File: src/rtl/reset_sequencer.sv
// Power-on / soft-restart reset sequencer: holds every datapath stage in reset,
// then releases stages one at a time, waiting for each to report ready.
module reset_sequencer #(
    parameter int NUM_STAGES     = 3,
    parameter int HOLD_CYCLES    = 16,
    parameter int TIMEOUT_CYCLES = 1024,
    parameter int MAX_RETRIES    = 3,
    localparam int IW = (NUM_STAGES > 1) ? $clog2(NUM_STAGES) : 1,
    localparam int RW = (MAX_RETRIES > 0) ? $clog2(MAX_RETRIES + 1) : 1
) (
    input  logic                  clk_in,
    input  logic                  reset,
    input  logic                  soft_reset_req,
    input  logic [NUM_STAGES-1:0] stage_ready,
    output logic [NUM_STAGES-1:0] reset_out,
    output logic                  seq_busy,
    output logic                  seq_done,
    output logic                  seq_error,
    output logic [RW-1:0]         retry_count,
    output logic [IW-1:0]         stage_index
);
    localparam int HCW = $clog2(HOLD_CYCLES + 1);
    localparam int TCW = $clog2(TIMEOUT_CYCLES + 1);

    localparam logic [1:0] ST_ASSERT = 2'd0;
    localparam logic [1:0] ST_WAIT   = 2'd1;
    localparam logic [1:0] ST_DONE   = 2'd2;
    localparam logic [1:0] ST_ERROR  = 2'd3;

    logic [1:0]            state, state_n;
    logic [HCW-1:0]        hold_cnt, hold_cnt_n;
    logic [TCW-1:0]        wait_cnt, wait_cnt_n;
    logic [IW-1:0]         idx_n;
    logic [RW-1:0]         retry_n;
    logic [NUM_STAGES-1:0] reset_out_n;

    always_comb begin
        state_n    = state;
        hold_cnt_n = hold_cnt;
        wait_cnt_n = wait_cnt;
        idx_n      = stage_index;
        retry_n    = retry_count;
        if (soft_reset_req) begin
            state_n    = ST_ASSERT;
            hold_cnt_n = '0;
            wait_cnt_n = '0;
            idx_n      = '0;
            retry_n    = '0;
        end else begin
            case (state)
                ST_ASSERT: begin
                    if (hold_cnt == HCW'(HOLD_CYCLES - 1)) begin
                        state_n    = ST_WAIT;
                        idx_n      = '0;
                        wait_cnt_n = '0;
                    end else begin
                        hold_cnt_n = hold_cnt + HCW'(1);
                    end
                end
                ST_WAIT: begin
                    // Ready in the final allowed cycle wins over the timeout.
                    if (stage_ready[stage_index]) begin
                        if (stage_index == IW'(NUM_STAGES - 1)) begin
                            state_n = ST_DONE;
                            idx_n   = '0;
                            retry_n = '0;
                        end else begin
                            idx_n      = stage_index + IW'(1);
                            wait_cnt_n = '0;
                        end
                    end else if (wait_cnt == TCW'(TIMEOUT_CYCLES - 1)) begin
                        idx_n = '0;
                        if (retry_count < RW'(MAX_RETRIES)) begin
                            retry_n    = retry_count + RW'(1);
                            state_n    = ST_ASSERT;
                            hold_cnt_n = '0;
                        end else begin
                            state_n = ST_ERROR;
                        end
                    end else begin
                        wait_cnt_n = wait_cnt + TCW'(1);
                    end
                end
                ST_DONE: begin
                    if (!(&stage_ready)) begin
                        state_n    = ST_ASSERT;
                        hold_cnt_n = '0;
                        retry_n    = '0;
                    end
                end
                default: ;
            endcase
        end

        // Outputs are registered from the next state so they change with it.
        reset_out_n = '1;
        if (state_n == ST_DONE) begin
            reset_out_n = '0;
        end else if (state_n == ST_WAIT) begin
            for (int i = 0; i < NUM_STAGES; i++)
                reset_out_n[i] = (i > int'(idx_n));
        end
    end

    always_ff @(posedge clk_in) begin
        if (reset) begin
            state       <= ST_ASSERT;
            hold_cnt    <= '0;
            wait_cnt    <= '0;
            stage_index <= '0;
            retry_count <= '0;
            reset_out   <= '1;
            seq_busy    <= 1'b1;
            seq_done    <= 1'b0;
            seq_error   <= 1'b0;
        end else begin
            state       <= state_n;
            hold_cnt    <= hold_cnt_n;
            wait_cnt    <= wait_cnt_n;
            stage_index <= idx_n;
            retry_count <= retry_n;
            reset_out   <= reset_out_n;
            seq_busy    <= (state_n == ST_ASSERT) || (state_n == ST_WAIT);
            seq_done    <= (state_n == ST_DONE);
            seq_error   <= (state_n == ST_ERROR);
        end
    end
endmodule

File: config.mk
export PLATFORM = sky130hd
export DESIGN_NAME = reset_sequencer
export DESIGN_NICKNAME = d
export VERILOG_FILES = /design/src/rtl/reset_sequencer.sv
export SDC_FILE = /design/constraint.sdc
export NUM_CORES = 1
export LEC_CHECK = 0
export ABC_AREA = 1
export CAP_MARGIN = 30
export CORE_MARGIN = 3
export CORE_UTILIZATION = 30
export DETAILED_ROUTE_END_ITERATION = 8
export GPL_ROUTABILITY_DRIVEN = 1
export SYNTH_ARGS = -nofsm -noshare
export SYNTH_HDL_FRONTEND = slang
export SYNTH_SLANG_ARGS = --single-unit
File: constraint.sdc
create_clock -name clk_in -period 2.8 [get_ports clk_in]
set_input_delay 0.28 -clock clk_in [delete_from_list [all_inputs] [get_ports clk_in]]
set_output_delay 0.28 -clock clk_in [all_outputs]
set_load 0.03 [all_outputs]
Word-level counts from Yosys, hierarchy flattened
Cells that the tools add are included.
- add/sub/neg operators: 4
- $lt $le $gt $ge: 4
- equal/unequal tests: 19
- mux-type cells: 35
- reduce and logical (&&, ||, !) cells: 11
- operators by type and width (operator ; count):
    11-bit two-way mux ; 4
    2-bit two-way mux ; 17
    5-bit two-way mux ; 5
    11-bit one-hot mux with 2 select lines ; 1
    3-bit != test, second input constant ; 5
    5-bit one-hot mux with 3 select lines ; 1
    2-bit != test, second input constant ; 6
    11-bit by 1-bit adder with 11-bit output, second input constant ; 1
    11-bit by 10-bit equality test with 1-bit output, second input constant ; 1
    2-bit equality test, second input constant ; 4
    2-bit one-hot mux with 2 select lines ; 2
    3-bit two-way mux ; 2
    2-bit one-hot mux with 3 select lines ; 1
    6-bit AND reduction ; 1
    5-bit by 1-bit adder with 5-bit output, second input constant ; 1
    5-bit by 4-bit equality test with 1-bit output, second input constant ; 1
    5-bit AND reduction ; 1
    2-bit by 1-bit adder with 2-bit output, second input constant ; 2
    2-bit by 1-bit equality test with 1-bit output, second input constant ; 2
    2-bit zero test ; 2
    4-bit AND reduction ; 1
    2-bit nonzero test ; 2
    2-bit by 3-bit < comparator with 1-bit output, second input constant ; 1
    3-bit AND reduction ; 1
    8 further kinds ; 8
- register bits after elaboration: 28

Longest topological paths before layout
- depth in word-level cells: 9
- mapped depth: 16
- depth with buffers taken out: 16

Worst setup path after synthesis
Ideal clock, no wire load.
- path type: flip-flop to flip-flop
- from: register hold_cnt[0]
- to: register reset_out[0]
- setup time: 0.123 ns
- data arrival time: 1.918 ns
- path slack: 0.758 ns
- cell stages (with the launch flop): 13
- clock period less this slack: 2.042 ns
- cells stage by stage: dfxtp_1 -> ha_1 -> nand2_1 -> nor2_1 -> ha_1 -> or2_2 -> nand2_1 -> o21ai_0 -> nand2_1 -> nand3_2 -> inv_1 -> ha_1 -> or2_2
- longest elaborated chain between the ends: 7
- ends and longest elaborated chain (element ; RTL line ; RTL):
    start, declared ; 31 ; logic [HCW-1:0] hold_cnt, hold_cnt_n;
    start signal, assigned ; 118 ; hold_cnt <= hold_cnt_n;
    5-bit by 4-bit equality test with 1-bit output (*) ; 52 ; if (hold_cnt == HCW'(HOLD_CYCLES - 1)) begin
    2-bit two-way mux (*) ; 52 ;
    2-bit one-hot mux with 3 select lines (*) ; 50 ; case (state)
    2-bit two-way mux (*) ; 43 ; if (soft_reset_req) begin
    net state_n[1] ; 30 ; logic [1:0] state, state_n;
    2-bit by 1-bit equality test with 1-bit output ; 99 ; end else if (state_n == ST_WAIT) begin
    3-bit two-way mux ; 99 ;
    3-bit two-way mux (*) ; 97 ; if (state_n == ST_DONE) begin
    net reset_out_n[0] ; 35 ; logic [NUM_STAGES-1:0] reset_out_n;
    end signal, assigned ; 122 ; reset_out <= reset_out_n;
    end, declared ; 15 ; output logic [NUM_STAGES-1:0] reset_out,
The timed path passes the listed nets; every way through them passes the cells marked *.
A chain may end at the register's enable or synchronous reset.

Final worst setup path
Same ends and word-level chain as after synthesis.

==> impl_metrics.ini <==
[clock_tree]
cts-resized-gates = 0
cts-htree-levels = 1
insertion_delay_ns = 0.27
cts_tree = built
cts_setup_buffers = 0
clkTransAtPathRegs_ns = 0.09
root_buffer = clkbuf_8
cts_max_path_buffers = 2
hold_buffers = 0
tritoncts.num_buffers = 3
clkSinkCount = 28

[setup_path]
cp-startpoint = hold_cnt[0]
critical_path_arrival_ns = 2.36
crit_family = simple AND/OR/NAND/NOR gates
crit-reg2reg-launch = hold_cnt[0]
worst-setup-path-type = reg -> reg
worstPathCellList = ha_1 > nand2_1 > nor2_1 > ha_1 > or2_2 > nand2_1 > o21ai_0 > nand2_1 > nand3_2 > inv_1 > ha_1 > or2_2
critical-path-slowest-cell = dfxtp_1
cp-start-kind = flip-flop
crit_fanout = 5
cpPeakStageDelay_ns = 0.35
path_buf_inv = 1
cp.depth = 12
cp.required_ns = 2.96
endpoint_kind = flip-flop
r2r_cells = 12

[status]
outcome = completed

[synthesis]
yosys-top-cells-area = dfxtp_1 30%, nand2_1 16%, inv_1 7.3%
syn_inst = 290
syn_area_um2 = 1890
avgSynthCellArea_um2 = 6.52
synthArstFlopShare = 0
syn-num-nets = 306
ys_seq_elements = 28
seq_area_frac_synth = 0.296
ys.flop_type = dfxtp_1
synth_top_area_share = 0.296
synth-edff-count = 0
yosysTopAreaCell = dfxtp_1
synth_cell_types = 27
yosysWarnings = 0

[floorplanning]
die_area_um2 = 7290
die_height_um = 85.4
pin_count = 16
die_w_um = 85.4
start_util = 0.314
rows = 28
core_area_um2 = 6030

[grt]
overflow = 0
antenna_found_initial = 0
grt_max_degree = 16
gr-usage-all-layers = 0.113
grt_pass1_vias = 1666
grt_pass1_wl_um = 7040

[placed_design]
gp_congestion = 0.858
port_buffers = 15
hpwl_um = 3050

[routing]
wire_per_inst_um = 10.2
via_per_inst = 4.55
vias = 1719
totalWireLength_um = 3840
dr.pass1.iters = 4
drt_iter0_drc = 78
ant_nets = 0
drc_errors = 0

[cells_and_area]
drive_gt1_frac = 0.102
area_growth_pct = 13.3
nets = 321
num-fill-cells = 653
diodes = 0

[timing]
tns_ns = 0
clock_skew_ns = 0.00328
fin_crit_ns = 2.20
holdWs_ns = 0.493
rsz0062_at_grt = false
timing.fmax_mhz = 454
setup_viol = 0
maxSlewViolCount = 0
hold_viol_final = 0
finalCritPeriodShare = 0.786
tightest_slew_ns = 0.563
slew_headroom = 0.622

[job]
cap_violations = 0

[worst_hold_path]
hp-class = reg -> reg
min_from = hold_cnt[1]
hold_depth = 2

[power_and_ir_drop]
ir_drop_v = 0.000215
powerDensity_nw_per_um2 = 302
leakage_uw = 0.000930
[cell usage after synthesis (3+ instances only)]
cell type and n:
nand2_1 82, inv_1 37, nor2_1 36, dfxtp_1 28
nand3_1 24, a21oi_1 22, ha_1 10, nand2_2 8
nand2_4 4, o21ai_0 4, xor2_1 4, buf_4 3
inv_2 3, nand3_2 3, nand4_1 3, nor2_4 3
nor3_1 3, or2_2 3
[registers in the layout, indices dropped and copies added, names as in the netlist]
register,count
seq_busy,1
wait_cnt,11
seq_done,1
seq_error,1
reset_out,3
retry_count,2
state,2
stage_index,2
hold_cnt,5
[report_power, final]
group,internal [uW],switching [uW],total [uW]
sequential,399,1.32,401
combinational,12.1,19.9,32.0
clock,96.4,119,215
total,508,140,648
[worst reg2reg max path, delay by kind of cell, from the launching register on]
kind / cells / cell delay, ns
flops: 1 / 0.35
simple gates: 7 / 0.99
fa+ha+maj: 3 / 0.60
buf+inv: 1 / 0.08
compound gates: 1 / 0.07
[worst paths after layout]
kind | slack (ns) | end
max | 0.60 | reset_out[0]
min | 0.49 | hold_cnt[1]
max reg2reg | 0.60 | reset_out[0]
min reg2reg | 0.49 | hold_cnt[1]
[logic make-up after synthesis]
logic type | synth area share
AO/OA/AOI/OAI | 0.0841
XOR/XNOR | 0.0185
adder cells (fa/ha/maj) | 0.0662
buffers and inverters | 0.101
flip-flops | 0.296
AND/OR/NAND/NOR | 0.433
[through the flow]
stage	total power, uW	setup slack (ns)	utilization	instance area, um^2	std cells
2_1_floorplan	428	0.758	-	1890	290
3_3_place_gp	442	0.541	0.349	2100	375
3_5_place_dp	442	0.499	0.349	2100	375
4_1_cts	660	0.583	0.355	2140	378
5_1_grt	678	0.418	0.355	2140	378
6_report	648	0.598	0.355	2140	378
[layout by cell type, fill, tap and decap left out, drive strengths merged]
cell / synthesis / routed
a21oi: 22 / 22
buf: 4 / 1
clkbuf: 2 / 3
clkdlybuf4s50: 0 / 15
dfxtp: 28 / 28
ha: 10 / 10
inv: 40 / 40
nand2: 94 / 94
nand3: 28 / 28
nand4: 3 / 3
nor2: 40 / 40
nor3: 3 / 3
nor3b: 1 / 1
o211ai: 1 / 1
o21ai: 6 / 6
o21bai: 1 / 1
or2: 3 / 3
xor2: 4 / 4
[metal layers]
metal | vias to the layer above | global-route usage | part of all wire
li1 | 932 | - | -
met1 | 765 | 0.144 | 0.48
met2 | 18 | 0.202 | 0.48
met3 | 4 | 0.00874 | 0.024
met4 | 0 | 0.0331 | 0.017
met5 | - | 0 | 0
[final cells by class]
type                    instances  area (um^2)  share of cell area
flip-flops and latches         28          561               0.262
inverters                      40          150              0.0701
clock buffers                   3         41.3              0.0193
multi-input cells             216         1140               0.532
well taps                      75         93.8              0.0438
repair buffers                 16          158              0.0736
No activity file was read; power rests on OpenSTA's default activity.
